<file path="src/rtl/led_share_arbiter.sv">
// led_share_arbiter: round-robin owner of the 8-bit LED bank with a minimum
// hold time per owner. The switches are mirrored when no one owns the bank.
module led_share_arbiter #(
  parameter int N_REQ       = 4,
  parameter int HOLD_CYCLES = 50000000,
  parameter int CNT_W       = 26
) (
  input  logic               clk,
  input  logic               rst_n,
  input  logic [7:0]         sw,
  input  logic [N_REQ-1:0]   req,
  input  logic [8*N_REQ-1:0] req_data,
  output logic [N_REQ-1:0]   gnt,
  output logic [7:0]         ld,
  output logic               busy
);
  localparam int IDX_W = $clog2(N_REQ);

  typedef enum logic {IDLE, OWN} state_t;

  state_t                      state;
  logic [IDX_W-1:0]            ptr;
  logic [IDX_W-1:0]            owner;
  logic [CNT_W-1:0]            cnt;
  logic [N_REQ-1:0][7:0]       lane_data;
  logic [N_REQ-1:0]            cand;
  logic                        pick_vld;
  logic [IDX_W-1:0]            pick_idx;
  logic [IDX_W:0]              pos;

  // Split the flat data bus into one byte per requester
  genvar gi;
  generate
    for (gi = 0; gi < N_REQ; gi++) begin : g_lane
      assign lane_data[gi] = req_data[8*gi +: 8];
    end
  endgenerate

  // Round-robin pick: first candidate at or after ptr, wrapping. The current
  // owner is masked out while owning so a handoff always goes elsewhere.
  always_comb begin
    cand     = (state == OWN) ? (req & ~gnt) : req;
    pick_vld = 1'b0;
    pick_idx = '0;
    pos      = '0;
    // Walk offsets high to low so the smallest offset is the last write
    for (int k = N_REQ - 1; k >= 0; k--) begin
      pos = {1'b0, ptr} + (IDX_W+1)'(k);
      if (pos >= (IDX_W+1)'(N_REQ)) pos = pos - (IDX_W+1)'(N_REQ);
      if (cand[pos[IDX_W-1:0]]) begin
        pick_vld = 1'b1;
        pick_idx = pos[IDX_W-1:0];
      end
    end
  end

  // Ownership FSM with registered outputs; reset wins over everything
  always_ff @(posedge clk) begin
    if (!rst_n) begin
      state <= IDLE;
      gnt   <= '0;
      ld    <= 8'h00;
      busy  <= 1'b0;
      ptr   <= '0;
      owner <= '0;
      cnt   <= '0;
    end else begin
      case (state)
        IDLE: begin
          if (pick_vld) begin
            state <= OWN;
            gnt   <= N_REQ'(1) << pick_idx;
            ld    <= lane_data[pick_idx];
            busy  <= 1'b1;
            owner <= pick_idx;
            cnt   <= CNT_W'(HOLD_CYCLES - 1);
            ptr   <= (pick_idx == IDX_W'(N_REQ - 1)) ? '0 : pick_idx + 1'b1;
          end else begin
            ld <= sw;
          end
        end
        OWN: begin
          // Handoff on release (any count) or on expiry with another requester
          if (pick_vld && (!req[owner] || cnt == '0)) begin
            gnt   <= N_REQ'(1) << pick_idx;
            ld    <= lane_data[pick_idx];
            owner <= pick_idx;
            cnt   <= CNT_W'(HOLD_CYCLES - 1);
            ptr   <= (pick_idx == IDX_W'(N_REQ - 1)) ? '0 : pick_idx + 1'b1;
          end else if (!req[owner]) begin
            state <= IDLE;
            gnt   <= '0;
            busy  <= 1'b0;
            ld    <= sw;
          end else begin
            ld  <= lane_data[owner];
            cnt <= (cnt == '0) ? '0 : cnt - 1'b1;
          end
        end
        default: state <= IDLE;
      endcase
    end
  end

endmodule
</file>
<file path="config.mk">
export PLATFORM = sky130hd
export DESIGN_NAME = led_share_arbiter
export DESIGN_NICKNAME = d
export VERILOG_FILES = /design/src/rtl/led_share_arbiter.sv
export SDC_FILE = /design/constraint.sdc
export NUM_CORES = 1
export LEC_CHECK = 0
export CAP_MARGIN = 0
export CELL_PAD_IN_SITES_DETAIL_PLACEMENT = 1
export CELL_PAD_IN_SITES_GLOBAL_PLACEMENT = 1
export CORE_ASPECT_RATIO = 0.6
export CORE_MARGIN = 2
export CORE_UTILIZATION = 35
export CTS_CLUSTER_SIZE = 14
export DETAILED_ROUTE_END_ITERATION = 10
export PLACE_DENSITY = 0.8
export RECOVER_POWER = 25
export SETUP_SLACK_MARGIN = 0.4
export SLEW_MARGIN = 20
export SYNTH_ARGS = -nofsm -noshare
export SYNTH_HDL_FRONTEND = slang
export SYNTH_SLANG_ARGS = --single-unit
export TNS_END_PERCENT = 30
</file>
<file path="constraint.sdc">
create_clock -name clk -period 2.09 [get_ports clk]
set_input_delay 0.209 -clock clk [delete_from_list [all_inputs] [get_ports clk]]
set_output_delay 0.209 -clock clk [all_outputs]
set_load 0.01 [all_outputs]
</file>
Word level (Yosys, flattened, before mapping)
Index checks and enable logic that the tools add are counted.
Word-level totals
  bits in registers: 44
  logic and storage cells: 100
  input port bits: 46
  memories: 0
  memory bits (writable): 0
  bits in latches: 0
  ROM bits: 0
Operators by class
  add/subtract/negate cells: 9
  magnitude comparators: 10
  eq/ne operators: 7
  multiplexer cells: 55
  shifts and indexed selects: 1
  $mul: 0
  divide/modulo/power cells: 0
  reductions and logical operators: 8
  bitwise operators: 3
Operators by type and width (count)
  $mux 26: 4
  $pmux 26 s2: 1
  $mux 8: 5
  $bmux 8 s2: 2
  $logic_not 26->1: 1
  $mux 2: 13
  $sub 26x1->26 const B: 1
  $lt 2x3->1 const B: 6
  $mux 4: 4
  $pmux 8 s2: 1
  $mux 1: 15
  $bmux 1 s2: 5
  $ge 3x3->1 const B: 3
  $pmux 2 s2: 2
  $pmux 4 s2: 1
  $sub 2x1->2 const B: 4
  $add 2x2->3 const B: 2
  $ne 2x2->1 const B: 3
  $reduce_and 2->1: 3
  $and 4x4->4: 1
  $not 4->4: 1
  $pmux 1 s2: 2
  $shl 1x2->4 const A: 1
  $add 2x1->3 const B: 1
  other kinds (11): 11

Logic depth before layout (Yosys ltp)
  depth after elaboration: 13
  depth in mapped cells: 10
  mapped depth without buffers: 8

Worst setup path before layout
Ideal clock, no wire load.
  path type: register to register
  start point: reg gnt[3]
  end point: reg cnt[25]
  setup slack: -0.004 ns
  setup time: 0.115 ns
  arrival: 1.980 ns
  buffers on the path: 2
  data required time: 1.975 ns
  cell stages (with the launch flop): 9
  path through: dfxtp_1 a21boi_1 or4_1 buf_4 nor4b_4 buf_6 a41oi_1 o21ai_1 nor2_1
On the way
  longest elaborated chain between the ends: 12
Ends and longest elaborated chain
  from (decl): RTL line 13  | output logic [N_REQ-1:0] gnt,
  from (signal assigned): RTL line 72  | gnt <= N_REQ'(1) << pick_idx;
  from (signal assigned): RTL line 85  | gnt <= N_REQ'(1) << pick_idx;
  $not 4->4 (*): RTL line 42  | cand = (state == OWN) ? (req & ~gnt) : req;
  $and 4x4->4 (*): RTL line 42
  $mux 4 (*): RTL line 42
  $bmux 1 s2: RTL line 50  | if (cand[pos[IDX_W-1:0]]) begin
  $mux 1 (implied by the code): RTL line 50
  $mux 1 (3 in series): RTL line 50
  $mux 1 (*): RTL line 50
  $logic_and 1x1->1: RTL line 84  | if (pick_vld && (!req[owner] || cnt == '0)) begin
  $mux 26 / $ne 3x1->1 (equally long branches)
  $pmux 26 s2 / $reduce_and 2->1 (equally long branches)
  to (signal assigned): RTL line 76  | cnt <= CNT_W'(HOLD_CYCLES - 1);
  to (signal assigned): RTL line 88  | cnt <= CNT_W'(HOLD_CYCLES - 1);
  to (signal assigned): RTL line 97  | cnt <= (cnt == '0) ? '0 : cnt - 1'b1;
  to (decl): RTL line 24  | logic [CNT_W-1:0] cnt;
Mark *: on every way between the ends. The rest lies on a longest branch, timed or not. The select of a mux whose other input is x is not followed.
A chain may end at the register's enable or synchronous reset.

Worst setup path after layout
  start point: reg cnt[6]
  end point: reg ld[1]
On the way
  longest elaborated chain between the ends: 5
Ends and longest elaborated chain
  $logic_not 26->1: RTL line 84
  $logic_or 1x1->1: RTL line 84
  $logic_and 1x1->1: RTL line 84
  $mux 8: RTL line 84
  $pmux 8 s2: RTL line 68  | case (state)
  to (signal assigned): RTL line 73  | ld <= lane_data[pick_idx];
  to (signal assigned): RTL line 86  | ld <= lane_data[pick_idx];
  to (signal assigned): RTL line 94  | ld <= sw;
  to (decl): RTL line 14  | output logic [7:0] ld,
Every way passes these cells.

==> results.cfg <==
[outcome]
result_of_the_run = finished with violations
violated_checks = setup timing

[pwr]
vdd_ir_drop_max_mv = 0.328
total_leakage_power_uw = 0.00168
power.density_mw_per_mm2 = 760
power_uw = 3380

[timing]
fin_skew_ns = 0.00752
finalSetupViolCount = 13
rsz0062_at_grt = yes
final.min_clock_period_ns = 2.15
tightest_slew_ns = 0.379
postLayoutSetupSlackWorst_ns = -0.0551
timing.slew.headroom_pct = 74.6
finalHoldViolations = 0
final_max_slew_viol_count = 0
final_min_period_over_clock_period_pct = 103
fin_setup_tns_ns = -0.343
clock.fmax_mhz = 466

[drt]
wl_per_cell_um = 22.2
vias_per_cell = 5.94
number_of_antenna_violating_nets_in_the_routed_design = 0
postRouteWirelength_mm = 12.1
drt_pre_antenna_iters = 4
total_vias_in_the_final_route = 3237
initialDrtViolationCount = 214
remaining_drc_errors = 0

[place]
dpl.hpwl_mm = 8.18
dpl_worst_slack_ns = -0.313
globalplace.congestion = 0.856
io_buffers = 58

[floorplanning]
die_w_um = 120
die_h_um = 73.8
top_level_i_o_count = 59
start_util_pct = 36.1
coreArea_mm2 = 0.00788
std_cell_rows = 25
floorplan_die_area_mm2 = 0.00889

[synth]
synthesis.area_per_instance_um2 = 8.62
synth_enable_flop_cells = 0
post-synth-top-count-cell = sky130_fd_sc_hd__a21oi_1
synthArstFlopShare_pct = 0
postSynthCellCount = 330
synth_nets = 382
synth.ff_latch_count = 44
synthFlopType = sky130_fd_sc_hd__dfxtp_1
yosysTopAreaCellShare_pct = 31.0
synth.cells.most_frequent = 45 x sky130_fd_sc_hd__a21oi_1, 44 x sky130_fd_sc_hd__dfxtp_1, 25 x sky130_fd_sc_hd__o21ai_0, 21 x sky130_fd_sc_hd__nor2_1, 20 x sky130_fd_sc_hd__nand2_1
yosysWarningCount = 0
synth_seq_area_share_pct = 31.0
mappedNetlistArea_mm2 = 0.00284
netlist_top_cells_area = sky130_fd_sc_hd__dfxtp_1 31%, sky130_fd_sc_hd__a21oi_1 7.9%, sky130_fd_sc_hd__mux4_2 7.1%
synth_top_cell_by_area = sky130_fd_sc_hd__dfxtp_1
yosys.cell_types.count = 53

[clock_tree]
insertion_delay_ns = 0.30
postCtsHoldBufs = 0
cts_buffer_depth = 2
cts_tree = done
cts_max_level = 2
cts_root_buffer = sky130_fd_sc_hd__clkbuf_16
cts.sink_count = 44
clk_pin_slew_ns = 0.07
numCtsBuffers = 5

[setup_path]
path_common_cell = sky130_fd_sc_hd__buf_4
timing.critical_path.arrival_ns = 2.32
cpPeakStageDelay_ns = 0.36
cp_max_fo = 8
crit_slowest_cell = sky130_fd_sc_hd__dfxtp_1
critPathCaptureType = register
worstSetupPathType = register to register
nature_of_the_critical_path_startpoint = register
timing.critical_path.cells = nor4_4, buf_4, and4_4, buf_4, a31oi_1, buf_4, a22o_1, a32oi_1, o21ai_1
cp_data_required_time_ns = 2.27

[global_route]
overall_global_routing_usage_pct = 26.2
grt_first_pass_wirelength_mm = 18.0
grt_antenna_before_repair = 0
grt_max_degree = 26
grt_overflow_total = 0
grt_pass1_vias = 3464

[min_path]
hp-class = register to register

[final_layout]
area_growth_pct = 56.3
antenna_cells_inserted = 0
layout.nets = 488
post_route_cells_drive_above_1_share_pct = 34.8

[job]
cap_violations = 0
path summary, 6_finish.rpt:
check                              from       to  slack [ns]  cells after the start
worst max-delay path             cnt[6]    ld[1]       -0.06                      9
worst min-delay path            cnt[12]  cnt[12]        0.51                      2
worst max register to register   cnt[6]    ld[1]       -0.06                      9
worst min register to register  cnt[12]  cnt[12]        0.51                      2
routing by layer:
metal	GRT usage [%]	wire length [µm]
met1	34.9	5470
met4	8.66	227
met2	43.4	5810
met5	0	0
met3	4.81	591
registers in the layout, indices dropped and copies added, names as in the netlist:
name,flops
busy,1
owner,2
gnt,4
ld,8
state,1
cnt,26
ptr,2
area by class of cell:
class                           instances  area [µm²]
Clock buffer                            7         143
Clock inverter                          1        7.51
Fill cell                             893        3440
Inverter                               12        45.0
Multi-Input combinational cell        253        2070
Sequential cell                        44         892
Tap cell                              108         135
Timing Repair Buffer                  120        1150
critical path, delay by kind of cell (launching register included):
kind / cells / cell delay [ns]
and+or+nand+nor: 2 / 0.60
AOI/OAI and AO/OA: 4 / 0.56
buffers and inverters: 3 / 0.50
DFF: 1 / 0.36
cells in the final DEF, fill, tap and decap left out, types with 4 or more instances in the layout:
master and instances:
sky130_fd_sc_hd__a21oi_1 38, sky130_fd_sc_hd__a21oi_2 6, sky130_fd_sc_hd__a22o_1 8, sky130_fd_sc_hd__a31oi_1 7, sky130_fd_sc_hd__a32oi_1 8, sky130_fd_sc_hd__buf_4 47, sky130_fd_sc_hd__buf_6 11, sky130_fd_sc_hd__clkbuf_16 5
sky130_fd_sc_hd__clkdlybuf4s50_1 49, sky130_fd_sc_hd__dfxtp_1 37, sky130_fd_sc_hd__dfxtp_2 6, sky130_fd_sc_hd__dlygate4sd3_1 8, sky130_fd_sc_hd__ha_1 5, sky130_fd_sc_hd__inv_1 12, sky130_fd_sc_hd__mux2_2 8, sky130_fd_sc_hd__mux2i_1 8
sky130_fd_sc_hd__mux4_2 9, sky130_fd_sc_hd__nand2_1 14, sky130_fd_sc_hd__nand2b_1 4, sky130_fd_sc_hd__nand3_1 4, sky130_fd_sc_hd__nor2_1 20, sky130_fd_sc_hd__nor3_1 5, sky130_fd_sc_hd__nor3_2 4, sky130_fd_sc_hd__nor4_4 4
sky130_fd_sc_hd__o21ai_0 13, sky130_fd_sc_hd__o21ai_1 20, sky130_fd_sc_hd__o221a_2 5
report_power, final:
group / switching (µW) / total, µW / internal (µW) / leakage, µW
logic: 733 / 1470 / 737 / 0.00125
registers: 107 / 1070 / 960 / 0.000367
clock network: 363 / 840 / 477 / 0.0000701
total: 1200 / 3380 / 2170 / 0.00168
timing repair:
item	CTS	global route
setup endpoints to repair	44	44
buffers inserted	3	0
gates cloned	1	0
pin swaps	12	39
resized for setup	24	56
through the flow:
stage / instances / area (µm²) / util, % / hold WS [ns]
detailed placement: 533 / 3950 / 50.2 / 0.491
CTS: 545 / 4220 / 53.5 / 0.500
global route: 545 / 4440 / 56.4 / 0.544
global placement: 533 / 3950 / 50.2 / 0.465
floorplan: 330 / 2880 / - / 0.393
finish: 545 / 4440 / 56.4 / 0.512
cells by family (layout without fill, tap and decap cells):
family | after synthesis | count (layout) | share of synthesized area [%]
muxes | 25 | 25 | 13.1
adders and majority gates | 6 | 6 | 2.64
AOI/OAI and AO/OA | 135 | 135 | 30.5
buffers and inverters | 33 | 140 | 5.37
DFF | 44 | 44 | 31.0
and+or+nand+nor | 87 | 87 | 17.4
Note: power is estimated with default switching activity, not from simulation.
